$ cat config.mk
export PLATFORM = sky130hd
export DESIGN_NAME = fft_16_frame_ctrl_flat
export DESIGN_NICKNAME = d
export VERILOG_FILES = /design/src/rtl/fft_16_frame_ctrl_if.sv /design/src/rtl/fft_16_frame_ctrl.sv /design/src/flat_wrapper.sv
export SDC_FILE = /design/constraint.sdc
export NUM_CORES = 1
export LEC_CHECK = 0
export CAP_MARGIN = 10
export CORE_UTILIZATION = 55
export CTS_CLUSTER_SIZE = 16
export DETAILED_ROUTE_END_ITERATION = 12
export PLACE_DENSITY = 0.72
export SLEW_MARGIN = 30
export SYNTH_ARGS = -nofsm -noshare
export SYNTH_HDL_FRONTEND = slang
export SYNTH_SLANG_ARGS = --single-unit
$ cat constraint.sdc
create_clock -name clk -period 3.8 [get_ports clk]
set_input_delay 0.57 -clock clk [delete_from_list [all_inputs] [get_ports clk]]
set_output_delay 0.57 -clock clk [all_outputs]
set_load 0.005 [all_outputs]
$ cat src/rtl/fft_16_frame_ctrl_if.sv
// Stream, core and status signals of the 16-point FFT frame sequencer.
// The master modport is the sequencer; the slave modport is its environment.
interface fft_16_frame_ctrl_if #(
  parameter int unsigned WIDTH = 16
);
  logic             in_valid;
  logic             in_ready;
  logic [WIDTH-1:0] in_real;
  logic [WIDTH-1:0] in_imag;

  logic             core_x_valid;
  logic [WIDTH-1:0] core_x_real;
  logic [WIDTH-1:0] core_x_imag;
  logic             core_y_valid;
  logic [WIDTH-1:0] core_y_real;
  logic [WIDTH-1:0] core_y_imag;

  logic             out_valid;
  logic             out_ready;
  logic [WIDTH-1:0] out_real;
  logic [WIDTH-1:0] out_imag;
  logic             out_last;

  logic             busy;
  logic             err_timeout;
  logic [7:0]       frame_cnt;

  modport master (
    input  in_valid, in_real, in_imag, core_y_valid, core_y_real, core_y_imag, out_ready,
    output in_ready, core_x_valid, core_x_real, core_x_imag, out_valid, out_real, out_imag,
    output out_last, busy, err_timeout, frame_cnt
  );

  modport slave (
    output in_valid, in_real, in_imag, core_y_valid, core_y_real, core_y_imag, out_ready,
    input  in_ready, core_x_valid, core_x_real, core_x_imag, out_valid, out_real, out_imag,
    input  out_last, busy, err_timeout, frame_cnt
  );
endinterface

$ cat src/rtl/fft_16_frame_ctrl.sv
// Frame sequencer for a 16-point FFT core: gathers 16 samples, feeds them to the core,
// captures 16 results, optionally undoes bit-reversed ordering and streams them out.
// A watchdog aborts frames whose results stop arriving.
module fft_16_frame_ctrl #(
  parameter int unsigned WIDTH   = 16,
  parameter int unsigned TIMEOUT = 64,
  parameter bit          BITREV  = 1'b1
) (
  input  logic                clk,
  input  logic                reset_n,
  fft_16_frame_ctrl_if.master bus
);
  localparam int unsigned WdW = $clog2(TIMEOUT + 1);

  typedef enum logic [1:0] {StFill, StFeed, StWait, StDrain} state_e;

  state_e           state_q, state_d;
  logic [3:0]       wcnt_q, wcnt_d;
  logic [3:0]       fcnt_q, fcnt_d;
  logic [3:0]       ycnt_q, ycnt_d;
  logic [3:0]       rcnt_q, rcnt_d;
  logic             cap_done_q, cap_done_d;
  logic [WdW-1:0]   wd_q, wd_d, wd_inc;
  logic             err_q, err_d;
  logic [7:0]       frame_cnt_q, frame_cnt_d;
  logic             core_x_valid_q, core_x_valid_d;
  logic [WIDTH-1:0] core_x_real_q, core_x_real_d;
  logic [WIDTH-1:0] core_x_imag_q, core_x_imag_d;
  logic             out_valid_q, out_valid_d;
  logic             out_last_q, out_last_d;
  logic [WIDTH-1:0] out_real_q, out_real_d;
  logic [WIDTH-1:0] out_imag_q, out_imag_d;
  logic [3:0]       rd_idx;

  logic [WIDTH-1:0] ibuf_re [16];
  logic [WIDTH-1:0] ibuf_im [16];
  logic [WIDTH-1:0] obuf_re [16];
  logic [WIDTH-1:0] obuf_im [16];

  logic in_fire, y_fire, out_fire;

  function automatic logic [3:0] rev4(input logic [3:0] i);
    return {i[0], i[1], i[2], i[3]};
  endfunction

  assign in_fire  = bus.in_valid && (state_q == StFill);
  // Results are only taken while a frame is with the core and not yet fully captured.
  assign y_fire   = bus.core_y_valid && !cap_done_q && ((state_q == StFeed) || (state_q == StWait));
  assign out_fire = out_valid_q && bus.out_ready;
  assign wd_inc   = wd_q + WdW'(1);

  // Next-state for the frame FSM, counters, watchdog and status.
  always_comb begin
    state_d     = state_q;
    wcnt_d      = wcnt_q;
    fcnt_d      = fcnt_q;
    ycnt_d      = ycnt_q;
    rcnt_d      = rcnt_q;
    cap_done_d  = cap_done_q;
    wd_d        = '0;
    err_d       = err_q;
    frame_cnt_d = frame_cnt_q;

    if (y_fire) begin
      ycnt_d = ycnt_q + 4'd1;
      if (ycnt_q == 4'd15) cap_done_d = 1'b1;
    end

    case (state_q)
      StFill: begin
        if (in_fire) begin
          wcnt_d = wcnt_q + 4'd1;
          if (wcnt_q == 4'd15) begin
            state_d = StFeed;
            fcnt_d  = 4'd0;
          end
        end
      end
      StFeed: begin
        fcnt_d = fcnt_q + 4'd1;
        // An early full capture still lets the feed run to completion.
        if (fcnt_q == 4'd15) state_d = cap_done_d ? StDrain : StWait;
      end
      StWait: begin
        if (cap_done_d) begin
          state_d = StDrain;
        end else if (!bus.core_y_valid) begin
          wd_d = wd_inc;
          if (wd_inc == WdW'(TIMEOUT)) begin
            wd_d       = '0;
            err_d      = 1'b1;
            state_d    = StFill;
            wcnt_d     = 4'd0;
            ycnt_d     = 4'd0;
            cap_done_d = 1'b0;
          end
        end
      end
      StDrain: begin
        if (out_fire) begin
          rcnt_d = rcnt_q + 4'd1;
          if (rcnt_q == 4'd15) begin
            state_d     = StFill;
            frame_cnt_d = frame_cnt_q + 8'd1;
            ycnt_d      = 4'd0;
            cap_done_d  = 1'b0;
          end
        end
      end
      default: state_d = StFill;
    endcase
  end

  // Registered core and output data, derived from the next state so they align with it.
  always_comb begin
    rd_idx         = BITREV ? rev4(rcnt_d) : rcnt_d;
    core_x_valid_d = (state_d == StFeed);
    core_x_real_d  = core_x_valid_d ? ibuf_re[fcnt_d] : '0;
    core_x_imag_d  = core_x_valid_d ? ibuf_im[fcnt_d] : '0;
    out_valid_d    = (state_d == StDrain);
    out_real_d     = out_valid_d ? obuf_re[rd_idx] : '0;
    out_imag_d     = out_valid_d ? obuf_im[rd_idx] : '0;
    out_last_d     = out_valid_d && (rcnt_d == 4'd15);
  end

  // Sample buffers; contents need no reset.
  always_ff @(posedge clk) begin
    if (in_fire) begin
      ibuf_re[wcnt_q] <= bus.in_real;
      ibuf_im[wcnt_q] <= bus.in_imag;
    end
    if (y_fire) begin
      obuf_re[ycnt_q] <= bus.core_y_real;
      obuf_im[ycnt_q] <= bus.core_y_imag;
    end
  end

  // State and output registers.
  always_ff @(posedge clk or negedge reset_n) begin
    if (!reset_n) begin
      state_q        <= StFill;
      wcnt_q         <= '0;
      fcnt_q         <= '0;
      ycnt_q         <= '0;
      rcnt_q         <= '0;
      cap_done_q     <= 1'b0;
      wd_q           <= '0;
      err_q          <= 1'b0;
      frame_cnt_q    <= '0;
      core_x_valid_q <= 1'b0;
      core_x_real_q  <= '0;
      core_x_imag_q  <= '0;
      out_valid_q    <= 1'b0;
      out_last_q     <= 1'b0;
      out_real_q     <= '0;
      out_imag_q     <= '0;
    end else begin
      state_q        <= state_d;
      wcnt_q         <= wcnt_d;
      fcnt_q         <= fcnt_d;
      ycnt_q         <= ycnt_d;
      rcnt_q         <= rcnt_d;
      cap_done_q     <= cap_done_d;
      wd_q           <= wd_d;
      err_q          <= err_d;
      frame_cnt_q    <= frame_cnt_d;
      core_x_valid_q <= core_x_valid_d;
      core_x_real_q  <= core_x_real_d;
      core_x_imag_q  <= core_x_imag_d;
      out_valid_q    <= out_valid_d;
      out_last_q     <= out_last_d;
      out_real_q     <= out_real_d;
      out_imag_q     <= out_imag_d;
    end
  end

  assign bus.in_ready     = (state_q == StFill);
  assign bus.core_x_valid = core_x_valid_q;
  assign bus.core_x_real  = core_x_real_q;
  assign bus.core_x_imag  = core_x_imag_q;
  assign bus.out_valid    = out_valid_q;
  assign bus.out_real     = out_real_q;
  assign bus.out_imag     = out_imag_q;
  assign bus.out_last     = out_last_q;
  assign bus.busy         = (state_q != StFill) || (wcnt_q != 4'd0);
  assign bus.err_timeout  = err_q;
  assign bus.frame_cnt    = frame_cnt_q;
endmodule

$ cat src/flat_wrapper.sv
// flat-port wrapper written by rule: the top's interface ports become plain ports
module fft_16_frame_ctrl_flat 
#(
  parameter int unsigned WIDTH   = 16,
  parameter int unsigned TIMEOUT = 64,
  parameter bit          BITREV  = 1'b1
)
  (clk, reset_n, bus_in_valid, bus_in_real, bus_in_imag, bus_core_y_valid, bus_core_y_real, bus_core_y_imag, bus_out_ready, bus_in_ready, bus_core_x_valid, bus_core_x_real, bus_core_x_imag, bus_out_valid, bus_out_real, bus_out_imag, bus_out_last, bus_busy, bus_err_timeout, bus_frame_cnt);
  fft_16_frame_ctrl_if #(.WIDTH(WIDTH)) bus_i ();
  input  logic clk;
  input  logic reset_n;
  input wire logic [$bits(bus_i.in_valid)-1:0] bus_in_valid;
  input wire logic [$bits(bus_i.in_real)-1:0] bus_in_real;
  input wire logic [$bits(bus_i.in_imag)-1:0] bus_in_imag;
  input wire logic [$bits(bus_i.core_y_valid)-1:0] bus_core_y_valid;
  input wire logic [$bits(bus_i.core_y_real)-1:0] bus_core_y_real;
  input wire logic [$bits(bus_i.core_y_imag)-1:0] bus_core_y_imag;
  input wire logic [$bits(bus_i.out_ready)-1:0] bus_out_ready;
  output wire logic [$bits(bus_i.in_ready)-1:0] bus_in_ready;
  output wire logic [$bits(bus_i.core_x_valid)-1:0] bus_core_x_valid;
  output wire logic [$bits(bus_i.core_x_real)-1:0] bus_core_x_real;
  output wire logic [$bits(bus_i.core_x_imag)-1:0] bus_core_x_imag;
  output wire logic [$bits(bus_i.out_valid)-1:0] bus_out_valid;
  output wire logic [$bits(bus_i.out_real)-1:0] bus_out_real;
  output wire logic [$bits(bus_i.out_imag)-1:0] bus_out_imag;
  output wire logic [$bits(bus_i.out_last)-1:0] bus_out_last;
  output wire logic [$bits(bus_i.busy)-1:0] bus_busy;
  output wire logic [$bits(bus_i.err_timeout)-1:0] bus_err_timeout;
  output wire logic [$bits(bus_i.frame_cnt)-1:0] bus_frame_cnt;
  assign bus_i.in_valid = bus_in_valid;
  assign bus_i.in_real = bus_in_real;
  assign bus_i.in_imag = bus_in_imag;
  assign bus_i.core_y_valid = bus_core_y_valid;
  assign bus_i.core_y_real = bus_core_y_real;
  assign bus_i.core_y_imag = bus_core_y_imag;
  assign bus_i.out_ready = bus_out_ready;
  assign bus_in_ready = bus_i.in_ready;
  assign bus_core_x_valid = bus_i.core_x_valid;
  assign bus_core_x_real = bus_i.core_x_real;
  assign bus_core_x_imag = bus_i.core_x_imag;
  assign bus_out_valid = bus_i.out_valid;
  assign bus_out_real = bus_i.out_real;
  assign bus_out_imag = bus_i.out_imag;
  assign bus_out_last = bus_i.out_last;
  assign bus_busy = bus_i.busy;
  assign bus_err_timeout = bus_i.err_timeout;
  assign bus_frame_cnt = bus_i.frame_cnt;
  fft_16_frame_ctrl #(.WIDTH(WIDTH), .TIMEOUT(TIMEOUT), .BITREV(BITREV)) u_core (.clk(clk), .reset_n(reset_n), .bus(bus_i));
endmodule
==> results of run 1 <==
power groups by stage:
stage,sequential (mW),clock [mW],combinational [mW]
3_3_place_gp,15.1,0,8.57
4_1_cts,14.8,11.4,8.75
5_1_grt,14.9,12.0,9.48
2_1_floorplan,14.9,0,5.64
6_report,14.8,11.3,8.78
3_5_place_dp,15.1,0,8.70
final timing paths:
check | startpoint | to | slack, ns
setup / recovery | u_core.state_q[1] | bus_busy | 0.59
hold reg to reg | u_core.bus.frame_cnt[7] | u_core.bus.frame_cnt[7] | 0.47
hold / removal | reset_n | u_core.bus.core_x_imag[3] | 0.45
setup reg to reg | u_core.rcnt_q[0] | u_core.bus.out_real[4] | 0.61
max in group asynchronous | reset_n | u_core.bus.core_x_imag[12] | 2.39
min in group clk | u_core.bus.frame_cnt[7] | u_core.bus.frame_cnt[7] | 0.47
flip-flops by register name, indices dropped and copies added, names as in the netlist, 8 cells and up:
name and flops:
u_core.obuf_im 256, u_core.ibuf_re 256, u_core.bus.core_x_imag 16, u_core.ibuf_im 256, u_core.obuf_re 256, u_core.bus.core_x_real 16, u_core.bus.out_real 16, u_core.bus.frame_cnt 8
u_core.bus.out_imag 16
logic make-up (layout without fill, tap and decap cells):
| kind of cell | Yosys count | after routing | synth area share |
|---|---|---|---|
| fa+ha+maj | 16 | 16 | 0.00416 |
| xor+xnor | 19 | 19 | 0.00346 |
| compound gates | 947 | 947 | 0.137 |
| flops | 1126 | 1126 | 0.692 |
| mux | 164 | 164 | 0.0375 |
| buf+inv | 300 | 501 | 0.0291 |
| simple gates | 1015 | 1015 | 0.0974 |
| other cells | 0 | 3 | 0 |
layer usage:
metal | vias to the layer above | GRT usage
li1 | 13857 | -
met3 | 211 | 0.0430
met2 | 1519 | 0.426
met1 | 15535 | 0.400
met5 | - | 0
met4 | 6 | 0.0864
through the flow:
step | setup WS, ns | hold slack, ns
floorplan | 0.0138 | 0.274
global placement | 0.474 | 0.460
detailed placement | 0.425 | 0.465
CTS | 0.591 | 0.476
global route | 0.498 | 0.492
finish | 0.591 | 0.448
timing repair:
action                                 CTS  global route
endpoints found under the hold margin   50             0
hold buffers                             1             0
setup endpoints to repair                0             0
synthesized netlist by cell type, types with 5 or more instances:
| library cell | n |
|---|---|
| mux2_1 | 71 |
| ha_1 | 16 |
| buf_6 | 24 |
| nand4_1 | 9 |
| xnor2_1 | 12 |
| and3_1 | 7 |
| nand3_1 | 15 |
| a211oi_1 | 162 |
| inv_1 | 9 |
| buf_1 | 16 |
| a21oi_2 | 29 |
| dfrtp_1 | 102 |
| mux2_2 | 58 |
| xor2_1 | 7 |
| buf_2 | 53 |
| and2_1 | 23 |
| clkbuf_1 | 187 |
| a32oi_1 | 34 |
| o211ai_1 | 94 |
| nor2_1 | 37 |
| o21ai_0 | 41 |
| a22oi_1 | 130 |
| nor2b_1 | 8 |
| a31oi_1 | 31 |
| edfxtp_1 | 1024 |
| mux2i_1 | 35 |
| a311oi_1 | 31 |
| a21oi_1 | 267 |
| nand2b_1 | 259 |
| a221oi_1 | 94 |
| nor3_1 | 8 |
| nand2_1 | 629 |
| inv_2 | 5 |
area by class of cell:
type                       instances  area share
clock buffer                     151      0.0567
clock inverter                    62      0.0126
inverter                          15     0.00118
sequential                      1126       0.603
timing repair buffer             273      0.0524
multi-input combinational       2161       0.248
antenna                            3    0.000136
tap                             1155      0.0262
==> impl_metrics.ini, run 1 <==
[grt]
grt_max_degree = 249
antenna_found_initial = 6
grt_overflow_total = 0
grt_pass1_vias = 29801
track_usage = 0.274
grt_pass1_wl_um = 184000

[detailed_routing]
dr.pass1.iters = 6
drt-total-wl_um = 123000
vias_per_cell = 6.29
drt-met1-wl_um = 52000
met3_length_um = 10700
drc_errors = 0
ant_nets = 0
routedWlPerCell_um = 24.9
top_layer = met5
vias = 31128
drtIter0Drc = 3719
wl_met2_um = 57400

[cts]
clockRootBuffer = clkbuf_16
clock_path_buffers = 3
clk_latency_ns = 0.69
cts.clk_slew.worst_paths_ns = 0.06
cts_sinks = 1126
cts_tree = yes
htree_levels = 3
cts_resized = 0
cts_setup_buffers = 0
cts_buffers = 112

[sta]
setup_violations = 0
hold_viol = 0
fin_skew_ns = 0.0178
fmax_mhz = 312
timing.final.crit_share = 0.844
slew_headroom = 0.311
min_period_ns = 3.21
tightest_slew_ns = 1.03
final-max-slew-violation-count = 0
rsz0062_at_grt = false
fin_tns_setup_ns = 0

[pwr]
peakVddDrop_mv = 0.543
clockPowerShare = 0.324
seq_power_share = 0.424
total_power_mw = 35.0
p_per_area_nw_per_um2 = 633
swShare = 0.309
leakage_nw = 18.2
p_int_mw = 24.2
switching_power_mw = 10.8
combPwrFrac = 0.251

[logic_synthesis]
syn_area_um2 = 48100
synth_edf_count = 1024
yosysWarnings = 0
yosys.cell_types.count = 70
yosys.area.top_type = edfxtp_1
synth_nets = 3672
async_flop_share = 0.0906
syn_inst = 3587
ys.flop_type = edfxtp_1
seq_area_frac_synth = 0.692
synth_area_per_cell_um2 = 13.4
ys_top_cells_by_area = edfxtp_1, dfrtp_1, nand2_1
synth-seq-cells = 1126
synth_top_area_frac = 0.639

[critical_path]
worst_r2r_path_depth = 8
path_delay_family = buffers and inverters
arrival_ns = 2.64
worstPathMaxFanout = 13
cp-start-kind = register
cp_num_buf_inv = 3
slowest_delay_ns = 0.49
setup.worst_path.class = register to primary output
path_depth = 5
critPathCaptureType = primary output
worstPathRequired_ns = 3.23
worstPathCellList = inv_1 -> ha_1 -> buf_4 -> nand3_1 -> clkdlybuf4s50_1
crit_slowest_cell = clkdlybuf4s50_1

[placement]
gp_congestion = 0.782
dp_cells = 4729
io_buffer_count = 146
post-dp-hpwl_um = 66000
placed_cell_area_um2 = 51400

[floorplanning]
rows = 108
die_w_um = 298
fp.dieArea_um2 = 88700
start_util = 0.555
ios = 147
coreArea_um2 = 86800
die_h_um = 298

[cells_and_area]
seqCellArea_um2 = 33300
nets = 3774
nFillCells = 6244
layout-drive-gt1-share = 0.121
fin_cells = 4946
mostFrequentLayoutCell = edfxtp_1
multi_input_area_um2 = 13700
final_cell_mix = edfxtp_1, nand2_1, a21oi_1
syn_to_final_growth_pct = 14.8
fin_util = 0.637
final_area_um2 = 55200

[run_status]
status = complete, no violations

[job]
max_cap_violations = 0

[hold_path]
hold_path_class = input port to asynchronous set/reset pin
Power figures use the tool's default switching activity.
==> run 2: changes to the inputs <==
PLACE_DENSITY = 0.7   (was 0.72)
clock period = 3.33 ns   (was 3.8 ns; I/O delays follow)
==> run 2 against run 1 <==
Against the previous run:
- register-to-register slack lost 0.32 ns
- wire length down 0.33%
- clock power grew 9%
- cell count barely moved
- worst setup slack got worse by 0.33 ns
- critical path depth stayed put
- total power rose by 13%
- core utilization is 0.062 points higher
- via count decreased by 0.44%
- sequential power increased by 14%
- clock-buffer cell count fell by 10
- critical endpoint unchanged
- largest cell class unchanged
==> impl_metrics.ini, run 2 (synthesis gave the netlist of run 1 again) <==
[run_status]
status = complete, no violations

[sta]
hold_viol = 0
tightest_slew_ns = 0.897
fin_tns_setup_ns = 0
rsz0062_at_grt = false
fmax_mhz = 326
fin_skew_ns = 0.0248
timing.final.crit_share = 0.921
final-max-slew-violation-count = 0
slew_headroom = 0.402
min_period_ns = 3.07
setup_violations = 0

[cells_and_area]
final_cell_mix = edfxtp_1, nand2_1, a21oi_1
mostFrequentLayoutCell = edfxtp_1
multi_input_area_um2 = 13700
nFillCells = 6365
fin_util = 0.637
syn_to_final_growth_pct = 14.9
nets = 3781
seqCellArea_um2 = 33300
layout-drive-gt1-share = 0.119

[grt]
antenna_found_initial = 4
grt_pass1_vias = 29783
grt_pass1_wl_um = 183000
grt_max_degree = 249
track_usage = 0.274
grt_overflow_total = 0

[critical_path]
critPathCaptureType = primary output
setup.worst_path.class = register to primary output
worstPathMaxFanout = 13
arrival_ns = 2.57
worst_r2r_path_depth = 9
worstPathRequired_ns = 2.83
cp-start-kind = register

[cts]
ctsHoldBuffers = 1
cts_sinks = 1126
cts_resized = 0
clockRootBuffer = clkbuf_16
htree_levels = 3
clk_latency_ns = 0.70
cts_tree = yes
clock_path_buffers = 3
cts_buffers = 111
cts_setup_buffers = 0
cts.clk_slew.worst_paths_ns = 0.06

[placement]
post-dp-hpwl_um = 64800
io_buffer_count = 146
gp_congestion = 0.767

[detailed_routing]
vias_per_cell = 6.26
drc_errors = 0
vias = 30990
ant_nets = 0
drtIter0Drc = 3624
routedWlPerCell_um = 24.8
drt-total-wl_um = 123000
dr.pass1.iters = 5

[floorplanning]
start_util = 0.555
fp.dieArea_um2 = 88700
die_w_um = 298
ios = 147
die_h_um = 298
rows = 108
coreArea_um2 = 86800

[hold_path]
hold_path_class = input port to asynchronous set/reset pin

[pwr]
p_per_area_nw_per_um2 = 714
total_power_mw = 39.5
peakVddDrop_mv = 0.784
leakage_nw = 18.2

[job]
max_cap_violations = 0
==> run 2: per-layer routing <==
| layer | vias up | GRT usage | share of wire |
|---|---|---|---|
| li1 | 13855 | - | - |
| met1 | 15433 | 0.404 | 0.43 |
| met2 | 1487 | 0.421 | 0.45 |
| met3 | 209 | 0.0495 | 0.093 |
| met4 | 6 | 0.0791 | 0.023 |
| met5 | - | 0 | 0.00034 |
==> run 2: cell type report <==
type | count | area share
sequential | 1126 | 0.602
timing repair buffer | 281 | 0.0576
clock buffer | 141 | 0.0530
multi-input combinational | 2161 | 0.248
tap | 1155 | 0.0261
antenna | 2 | 0.0000905
inverter | 15 | 0.00118
clock inverter | 68 | 0.0119
==> run 2: report_power, final <==
group | total, mW | leakage, nW | internal, mW | switching (mW)
Combinational | 10.3 | 5.84 | 3.72 | 6.61
Clock | 12.3 | 1.74 | 7.02 | 5.30
Sequential | 16.9 | 10.6 | 16.4 | 0.464
==> run 2: worst paths after layout <==
path	startpoint	to	slack [ns]
setup / recovery	u_core.state_q[1]	bus_busy	0.26
max in group asynchronous	reset_n	u_core.rcnt_q[3]	2.18
hold / removal	reset_n	u_core.bus.out_real[3]	0.43
min in group clk	u_core.bus.frame_cnt[7]	u_core.bus.frame_cnt[7]	0.46
setup reg to reg	u_core.state_q[1]	u_core.bus.out_real[7]	0.29
hold reg to reg	u_core.bus.frame_cnt[7]	u_core.bus.frame_cnt[7]	0.46
==> run 2: per-stage QoR <==
| step | hold slack [ns] | setup WS, ns | std cells | instance area [um2] |
|---|---|---|---|---|
| after CTS | 0.472 | 0.185 | 4947 | 55300 |
| after floorplan | 0.204 | 0.0897 | 3587 | 48200 |
| after global routing | 0.496 | 0.0534 | 4948 | 55300 |
| after global placement | 0.457 | 0.134 | 4737 | 51700 |
| after detailed placement | 0.463 | 0.0350 | 4737 | 51700 |
| final | 0.426 | 0.261 | 4949 | 55300 |
==> run 2: critical path, cell delays in order (launching register included) <==
cell and delay [ns]:
dfrtp_1 0.43, inv_1 0.11, ha_1 0.49, buf_4 0.28, nand3_1 0.11, clkdlybuf4s50_1 0.46
